`config.mk`:
```
export PLATFORM = sky130hd
export DESIGN_NAME = ec11_encoder_if
export DESIGN_NICKNAME = d
export VERILOG_FILES = /design/src/rtl/ec11_encoder_if.sv
export SDC_FILE = /design/constraint.sdc
export NUM_CORES = 1
export LEC_CHECK = 0
export CORE_UTILIZATION = 46
export CTS_CLUSTER_SIZE = 8
export DETAILED_ROUTE_END_ITERATION = 6
export PLACE_DENSITY = 0.68
export SETUP_SLACK_MARGIN = 0.3
export SLEW_MARGIN = 20
export SYNTH_ARGS = -nofsm -noshare
export SYNTH_HDL_FRONTEND = slang
export SYNTH_SLANG_ARGS = --single-unit
```
`constraint.sdc`:
```
create_clock -name clk -period 5.4 [get_ports clk]
set_input_delay 1.62 -clock clk [delete_from_list [all_inputs] [get_ports clk]]
set_output_delay 1.62 -clock clk [all_outputs]
set_load 0.1 [all_outputs]
```
`src/rtl/ec11_encoder_if.sv`:
```
// ec11_encoder_if: EC11 rotary encoder front-end.
// Synchronises and debounces the raw A, B and push-switch pins. Decodes the
// quadrature pair into a WIDTH-bit detent position and turns a debounced
// press into a one-cycle load strobe for the downstream loadable counter.
//
// Optional build macro: EC11_SATURATE_EN
//   When defined, position saturates at 0 and 2^WIDTH-1 instead of wrapping.
//   A blocked step clears the sub-step accumulator, updates dir and emits no
//   step pulse.
module ec11_encoder_if #(
  parameter int WIDTH            = 8,
  parameter int DEBOUNCE_CYCLES  = 16,
  parameter int STEPS_PER_DETENT = 4
) (
  input  logic             clk,
  input  logic             rst,
  input  logic             enc_a,
  input  logic             enc_b,
  input  logic             enc_sw,
  output logic [WIDTH-1:0] position,
  output logic             load,
  output logic             step,
  output logic             dir,
  output logic             err
);

  // Debounce counter only needs to reach DEBOUNCE_CYCLES-1; the extra bit of
  // headroom keeps the compare free of any wrap for every legal setting.
  localparam int CNT_W = $clog2(DEBOUNCE_CYCLES + 1);
  localparam logic [CNT_W-1:0] CNT_LAST = CNT_W'(DEBOUNCE_CYCLES - 1);

  // Accumulator spans -STEPS_PER_DETENT .. +STEPS_PER_DETENT, signed.
  localparam int ACC_W = $clog2(STEPS_PER_DETENT + 1) + 1;
  localparam logic signed [ACC_W-1:0] ACC_POS = ACC_W'(STEPS_PER_DETENT);
  localparam logic signed [ACC_W-1:0] ACC_NEG = -ACC_POS;

  localparam logic [WIDTH-1:0] POS_MAX = '1;
  localparam logic [WIDTH-1:0] POS_MIN = '0;

`ifdef EC11_SATURATE_EN
  localparam bit SATURATE = 1'b1;
`else
  localparam bit SATURATE = 1'b0;
`endif

  // Channel index into the per-input vectors: 0 = A, 1 = B, 2 = switch.
  localparam int IDX_A  = 0;
  localparam int IDX_B  = 1;
  localparam int IDX_SW = 2;

  logic [2:0]             w_raw;
  logic [2:0]             r_sync1;
  logic [2:0]             r_sync2;
  logic [2:0]             r_filt;
  logic [CNT_W-1:0]       r_cnt [3];
  logic [2:0]             w_commit;

  logic [1:0]             r_ab_prev;
  logic [1:0]             w_ab_cur;
  logic signed [ACC_W-1:0] r_acc;
  logic signed [ACC_W-1:0] w_delta;
  logic signed [ACC_W-1:0] w_acc_sum;
  logic                   w_illegal;
  logic                   w_sw_press;

  // Quadrature step value for one filtered {A,B} transition.
  // CW order is 11 -> 01 -> 00 -> 10 -> 11; the reverse order counts down.
  // No change and double-bit changes contribute nothing here.
  function automatic logic signed [ACC_W-1:0] quad_delta(
    input logic [1:0] prev,
    input logic [1:0] cur
  );
    logic signed [ACC_W-1:0] d;
    d = '0;
    case ({prev, cur})
      4'b11_01, 4'b01_00, 4'b00_10, 4'b10_11: d = ACC_W'(1);
      4'b01_11, 4'b00_01, 4'b10_00, 4'b11_10: d = '1;
      default:                                d = '0;
    endcase
    return d;
  endfunction

  // Both channels flipping in one cycle cannot come from a real rotation.
  function automatic logic quad_illegal(
    input logic [1:0] prev,
    input logic [1:0] cur
  );
    return (prev ^ cur) == 2'b11;
  endfunction

  // True when a step in the given direction must be blocked by saturation.
  function automatic logic pos_at_limit(
    input logic [WIDTH-1:0] pos,
    input logic             up
  );
    logic hit;
    hit = up ? (pos == POS_MAX) : (pos == POS_MIN);
    return SATURATE && hit;
  endfunction

  assign w_raw    = {enc_sw, enc_b, enc_a};
  assign w_ab_cur = {r_filt[IDX_A], r_filt[IDX_B]};

  // Two-flop synchroniser per raw pin; idle level is high.
  always_ff @(posedge clk) begin
    if (!rst) begin
      r_sync1 <= '1;
      r_sync2 <= '1;
    end else begin
      r_sync1 <= w_raw;
      r_sync2 <= r_sync1;
    end
  end

  // A filtered input flips once its synchronised value has differed for the
  // full debounce window.
  always_comb begin
    w_commit = '0;
    for (int i = 0; i < 3; i++) begin
      w_commit[i] = (r_sync2[i] != r_filt[i]) && (r_cnt[i] == CNT_LAST);
    end
  end

  // Independent debounce counter and filtered level for each input.
  always_ff @(posedge clk) begin
    for (int i = 0; i < 3; i++) begin
      if (!rst) begin
        r_cnt[i]  <= '0;
        r_filt[i] <= 1'b1;
      end else if (r_sync2[i] == r_filt[i]) begin
        r_cnt[i]  <= '0;
      end else if (w_commit[i]) begin
        r_filt[i] <= r_sync2[i];
        r_cnt[i]  <= '0;
      end else begin
        r_cnt[i]  <= r_cnt[i] + CNT_W'(1);
      end
    end
  end

  // Decode terms for the current filtered pair against last cycle's pair.
  always_comb begin
    w_delta    = quad_delta(r_ab_prev, w_ab_cur);
    w_illegal  = quad_illegal(r_ab_prev, w_ab_cur);
    w_acc_sum  = r_acc + w_delta;
    // Switch is active-low: a commit while filtered is still high is a press.
    w_sw_press = w_commit[IDX_SW] & r_filt[IDX_SW];
  end

  // Sub-step accumulation, position update and the registered pulses.
  always_ff @(posedge clk) begin
    if (!rst) begin
      r_ab_prev <= 2'b11;
      r_acc     <= '0;
      position  <= '0;
      step      <= 1'b0;
      dir       <= 1'b0;
      err       <= 1'b0;
      load      <= 1'b0;
    end else begin
      r_ab_prev <= w_ab_cur;
      step      <= 1'b0;
      err       <= 1'b0;
      load      <= w_sw_press;
      if (w_illegal) begin
        err <= 1'b1;
      end else if (w_acc_sum == ACC_POS) begin
        r_acc <= '0;
        dir   <= 1'b1;
        if (!pos_at_limit(position, 1'b1)) begin
          position <= position + WIDTH'(1);
          step     <= 1'b1;
        end
      end else if (w_acc_sum == ACC_NEG) begin
        r_acc <= '0;
        dir   <= 1'b0;
        if (!pos_at_limit(position, 1'b0)) begin
          position <= position - WIDTH'(1);
          step     <= 1'b1;
        end
      end else begin
        r_acc <= w_acc_sum;
      end
    end
  end

endmodule

```
==> results of run 1 <==
==> Yosys cell counts (all sizes together), types with 2 or more instances <==
| cell type | n | area share, % |
|---|---|---|
| nor2 | 21 | 3.8 |
| a21oi | 12 | 2.9 |
| xnor2 | 13 | 5.4 |
| a21o | 3 | 1.1 |
| fa | 2 | 1.9 |
| and3 | 5 | 1.5 |
| nand2 | 25 | 4.5 |
| nand2b | 7 | 2.1 |
| or3 | 6 | 1.8 |
| mux2i | 4 | 1.9 |
| dfxtp | 27 | 26 |
| a211o | 3 | 1.3 |
| edfxtp | 15 | 21 |
| nand3 | 6 | 1.4 |
| xor2 | 6 | 2.5 |
| ha | 19 | 11 |
| clkbuf | 2 | 0.54 |
| o211ai | 4 | 1.4 |
| inv | 12 | 2.1 |
| a211oi | 2 | 0.71 |
==> cell type report <==
type | instances | area (sq um)
tap | 52 | 65.1
fill | 404 | 1930
multi-input combinational | 161 | 1110
timing repair buffer | 17 | 168
inverter | 12 | 45.0
clock buffer | 8 | 80.1
sequential | 42 | 991
==> state kept, by name, summed over array words and instances, names as in the netlist <==
name and cells:
dir 1, err 1, load 1, position 8, r_ab_prev 2, r_acc 4
r_cnt 15, r_filt 3, r_sync1 3, r_sync2 3, step 1
==> per-stage QoR <==
step                worst slack, ps  area [sq um]  std cells  hold WS [ps]
floorplan                      1690          2150        218           386
global placement               1430          2380        284           390
detailed placement             1310          2380        284           396
CTS                            1290          2460        292           414
global route                    940          2460        292           429
finish                         1300          2460        292           410
==> metal layers <==
layer | GRT usage (%) | vias up | routed length [um]
met4 | 7.03 | 0 | 52
met3 | 4.07 | 8 | 139
met1 | 20.5 | 635 | 1680
li1 | - | 756 | -
met2 | 25.0 | 34 | 1560
met5 | 0 | - | 0
==> path summary, 6_finish.rpt <==
path | start | end | slack [ps] | cells after the start
worst max register to register | r_filt[0] | position[7] | 1300 | 13
worst min register to register | r_sync1[1] | r_sync2[1] | 410 | 1
worst max-delay path | r_filt[0] | position[7] | 1300 | 13
worst min-delay path | r_sync1[1] | r_sync2[1] | 410 | 1
==> worst max-delay path, delay by kind of cell (launching register included) <==
family / cells / cell delay, ps
simple gates: 3 / 750
xor+xnor: 1 / 190
flops: 1 / 440
compound gates: 2 / 610
fa+ha+maj: 3 / 1070
mux: 3 / 820
buf+inv: 1 / 130
==> cells in the final DEF (no fill, tap or decap), drive strengths merged, types with 2 or more instances in the layout <==
cell and n:
dfxtp 27, a211oi 2, a211o 3, inv 12, mux2i 4, ha 19, xor2 6, or3 6
fa 2, nand3 6, conb 15, edfxtp 15, and3 5, nor2 21, clkbuf 8, nand2 25
o211ai 4, xnor2 13, a21o 3, nand2b 7, clkdlybuf4s50 16, a21oi 12
==> power by group <==
group / leakage [nW] / switching [mW] / internal [mW]
logic: 0.624 / 0.0270 / 0.0177
registers: 0.374 / 0.00542 / 0.336
clock network: 0.0395 / 0.0966 / 0.0918
==> cell families (layout without fill, tap and decap cells) <==
family,Yosys count,count (layout),synth area share [%]
AO/OA/AOI/OAI,28,28,8.76
XOR/XNOR,20,20,9.05
adder cells (fa/ha/maj),21,21,13.2
buffers and inverters,15,37,2.92
flip-flops,42,42,47.2
multiplexers,5,5,2.98
other,1,15,0.179
AND/OR/NAND/NOR,72,72,15.7
==> results.json, run 1 <==
{
  "die_y_um": 69.6,
  "cts_sinks": 42,
  "antenna_cells": 0,
  "cts_tree": "built",
  "finalCriticalPeriod_ps": 4100,
  "synth_seq_cells": 42,
  "ys_types": 32,
  "via_per_inst": 4.91,
  "clockBufferDepth": 2,
  "drive_gt1_share_pct": 4.58,
  "place_hpwl_um": 2520,
  "endpoint_kind": "flip-flop",
  "dr.first_iter.drc_count": 49,
  "critPathLaunchType": "flip-flop",
  "grt_pass1_vias": 1390,
  "fp.dieArea_sq_um": 4840,
  "crit_slowest_cell": "mux4_2",
  "grt_use_total_pct": 15.8,
  "crit_chain": "inv_1 > ha_1 > mux4_2 > fa_1 > xnor2_1 > nor3_1 > nand2_1 > ha_1 > and3_1 > a211o_1 > o311ai_0 > mux2i_1 > mux2i_1",
  "rsz0062_at_grt": "no",
  "hold_path_class": "reg -> reg",
  "timing.final.crit_share_pct": 75.9,
  "start_util_pct": 47.9,
  "relSlewSlack_pct": 34.6,
  "synth.cell_area_sq_um": 2100,
  "vias": 1433,
  "cts_setup_buffers": 0,
  "p_leak_nw": 1.04,
  "io_pins": 17,
  "pwr_density_cell_nw_per_um2": 234,
  "fin_util_pct": 56.0,
  "maxSlewViolCount": 0,
  "cts-hold-fix-buffers": 0,
  "area_growth_pct": 16.9,
  "root_buffer": "clkbuf_8",
  "synthArstFlopShare_pct": 0,
  "finalSetupTns_ps": 0,
  "synth_cells": 204,
  "irDropWorstVdd_uv": 131,
  "ant_nets": 0,
  "htreeDepth": 2,
  "routedWlPerCell_um": 11.8,
  "nets": 265,
  "synth_edf_count": 15,
  "p_total_mw": 0.575,
  "required_ps": 5580,
  "coreArea_sq_um": 4380,
  "rows": 24,
  "post-route-drc-count": 0,
  "avgSynthCellArea_sq_um": 10.3,
  "io_buffers": 16,
  "maxCapViolCount": 0,
  "grt-ovfl-total": 0,
  "fp.dieW_um": 69.6,
  "crit_arrival_ps": 4280,
  "max_freq_mhz": 244,
  "clk_latency_ps": 290,
  "ys.flop_type": "dfxtp_1",
  "critPathKind": "reg -> reg",
  "first_pass_iters": 4,
  "hold_viol": 0,
  "grt_max_degree": 18,
  "gp_congestion": 0.842,
  "cts_buffers": 5,
  "skew_ps": 6.56,
  "grt_pass1_wl_um": 6000,
  "cts.clk_slew.worst_paths_ps": 70,
  "wirelength_um": 3440,
  "status": "finished clean",
  "antenna_found_initial": 0,
  "worstPathMaxFanout": 7,
  "yosys_warnings": 0,
  "ys_seq_area_share_pct": 47.2,
  "setup_viol": 0,
  "worst_pin_slew_ps": 979,
  "critPathMaxStageDelay_ps": 530,
  "cts_resized": 0
}
No activity file was read; power rests on OpenSTA's default activity.
==> run 2: changes to the inputs <==
==> constraint.sdc (replaced) <==
create_clock -name clk -period 4 [get_ports clk]
set_input_delay 1.2 -clock clk [delete_from_list [all_inputs] [get_ports clk]]
set_output_delay 1.2 -clock clk [all_outputs]
set_load 0.1 [all_outputs]
==> run 2 against run 1 <==
Net effect: wire length up 6.4%; critical endpoint is now position[6]; sequential power up 35%; flip-flop and latch count unchanged; maximum frequency up 15%; highest routed layer unchanged; register-to-register slack worse by 860 ps; die area unchanged; cell count up 1.4%; largest cell class unchanged; final area up 4.8%; critical path type unchanged.
==> results.json, run 2 (same netlist as run 1, synthesis figures left out) <==
{
  "critPathLaunchType": "flip-flop",
  "finalCriticalPeriod_ps": 3560,
  "grt-ovfl-total": 0,
  "hold_viol": 0,
  "required_ps": 4220,
  "largest_register_ffs": 15,
  "post-route-drc-count": 0,
  "reg.largest.list": "r_cnt: 15 flops, position: 8 flops, r_acc: 4 flops",
  "io_buffers": 16,
  "grt_use_total_pct": 16.2,
  "cts_tree": "built",
  "setup_viol": 0,
  "cts_sinks": 42,
  "cts.clk_slew.worst_paths_ps": 70,
  "maxCapViolCount": 0,
  "crit_arrival_ps": 3780,
  "first_pass_iters": 5,
  "grt_pass1_wl_um": 6170,
  "pwr_density_cell_nw_per_um2": 306,
  "crit_chain": "inv_1 > ha_1 > mux4_2 > fa_2 > xnor2_2 > nor3_4 > nand2_4 > fa_1 > a21o_1 > a21oi_1 > o21bai_1 > a211o_1 > o211ai_1",
  "nFillCells": 364,
  "p_leak_nw": 1.06,
  "drive_gt1_share_pct": 11.9,
  "antenna_found_initial": 0,
  "cpLargestDelayFamily": "adder cells",
  "dr.first_iter.drc_count": 70,
  "layout_setup_ws_ps": 441,
  "critPathKind": "reg -> reg",
  "gp_congestion": 0.858,
  "regMostFlops": "r_cnt",
  "multi_input_area_sq_um": 1190,
  "place_hpwl_um": 2510,
  "rows": 24,
  "endpoint_kind": "flip-flop",
  "antenna_cells": 0,
  "critPathMaxStageDelay_ps": 560,
  "maxSlewViolCount": 0,
  "nets": 269,
  "clk_latency_ps": 300,
  "grt_pass1_vias": 1395,
  "timing.final.crit_share_pct": 89.0,
  "crit_slowest_cell": "mux4_2",
  "rsz0062_at_grt": "no",
  "relSlewSlack_pct": 35.3,
  "final_cell_mix": "25 x dfxtp_1, 24 x nand2_1, 21 x nor2_1",
  "hold_path_class": "reg -> reg",
  "start_util_pct": 47.9,
  "irDropWorstVdd_uv": 216,
  "grt_max_degree": 18,
  "clockBufferDepth": 2,
  "area_growth_pct": 22.6,
  "detailedPlace.worstSlack_ps": 22.0,
  "ff_latch_area_sq_um": 993,
  "max_freq_mhz": 281,
  "routedWlPerCell_um": 12.4,
  "hold_ws_ps": 409,
  "finalSetupTns_ps": 0,
  "fin_util_pct": 58.7,
  "root_buffer": "clkbuf_8",
  "p_total_mw": 0.788,
  "fp.dieW_um": 69.6,
  "cts_buffers": 5,
  "htreeDepth": 2,
  "fp.dieArea_sq_um": 4840,
  "worstPathMaxFanout": 7,
  "worst_pin_slew_ps": 967,
  "via_per_inst": 4.98,
  "vias": 1473,
  "ant_nets": 0,
  "final_common_cell": "dfxtp_1",
  "cp_num_buf_inv": 1,
  "status": "finished clean",
  "skew_ps": 11.2,
  "wirelength_um": 3660,
  "die_y_um": 69.6,
  "io_pins": 17,
  "coreArea_sq_um": 4380
}
[run 2: worst paths after layout]
check / startpoint / end / slack [ps] / cells past startpoint
worst max-delay path: r_filt[1] / position[6] / 440 / 13
worst min-delay path: r_sync1[0] / r_sync2[0] / 410 / 1
worst max register to register: r_filt[1] / position[6] / 440 / 13
worst min register to register: r_sync1[0] / r_sync2[0] / 410 / 1
[run 2: repair_timing]
action,4_1_cts,5_1_grt
endpoints found under the hold margin,0,0
hold buffers,0,0
pin swaps,1,3
setup buffers,1,2
gates resized for setup,8,6
setup endpoints to repair,3,2
[run 2: layer usage]
layer	global-route usage (%)	vias to the layer above	share of wire, %
met2	25.0	21	47
met3	3.63	6	2.8
met1	21.0	681	48
met4	9.07	0	2.0
li1	-	765	-
met5	0	-	0
[run 2: through the flow]
step / area [sq um] / instances
after floorplan: 2160 / 218
after global placement: 2390 / 285
after detailed placement: 2390 / 285
after CTS: 2530 / 294
after global routing: 2570 / 296
final: 2570 / 296
[run 2: layout make-up]
type,instances,area share (%)
Inverter,12,1.75
Clock inverter,2,0.389
Multi-Input combinational cell,161,46.3
Tap cell,52,2.53
Timing Repair Buffer,21,7.68
Clock buffer,6,2.82
Sequential cell,42,38.6
[run 2: where the power goes]
part           internal [mW]  total, mW  switching [mW]
clock network          0.121      0.261           0.140
registers              0.454      0.461         0.00772
logic                 0.0271     0.0651          0.0380
total                  0.602      0.788           0.186
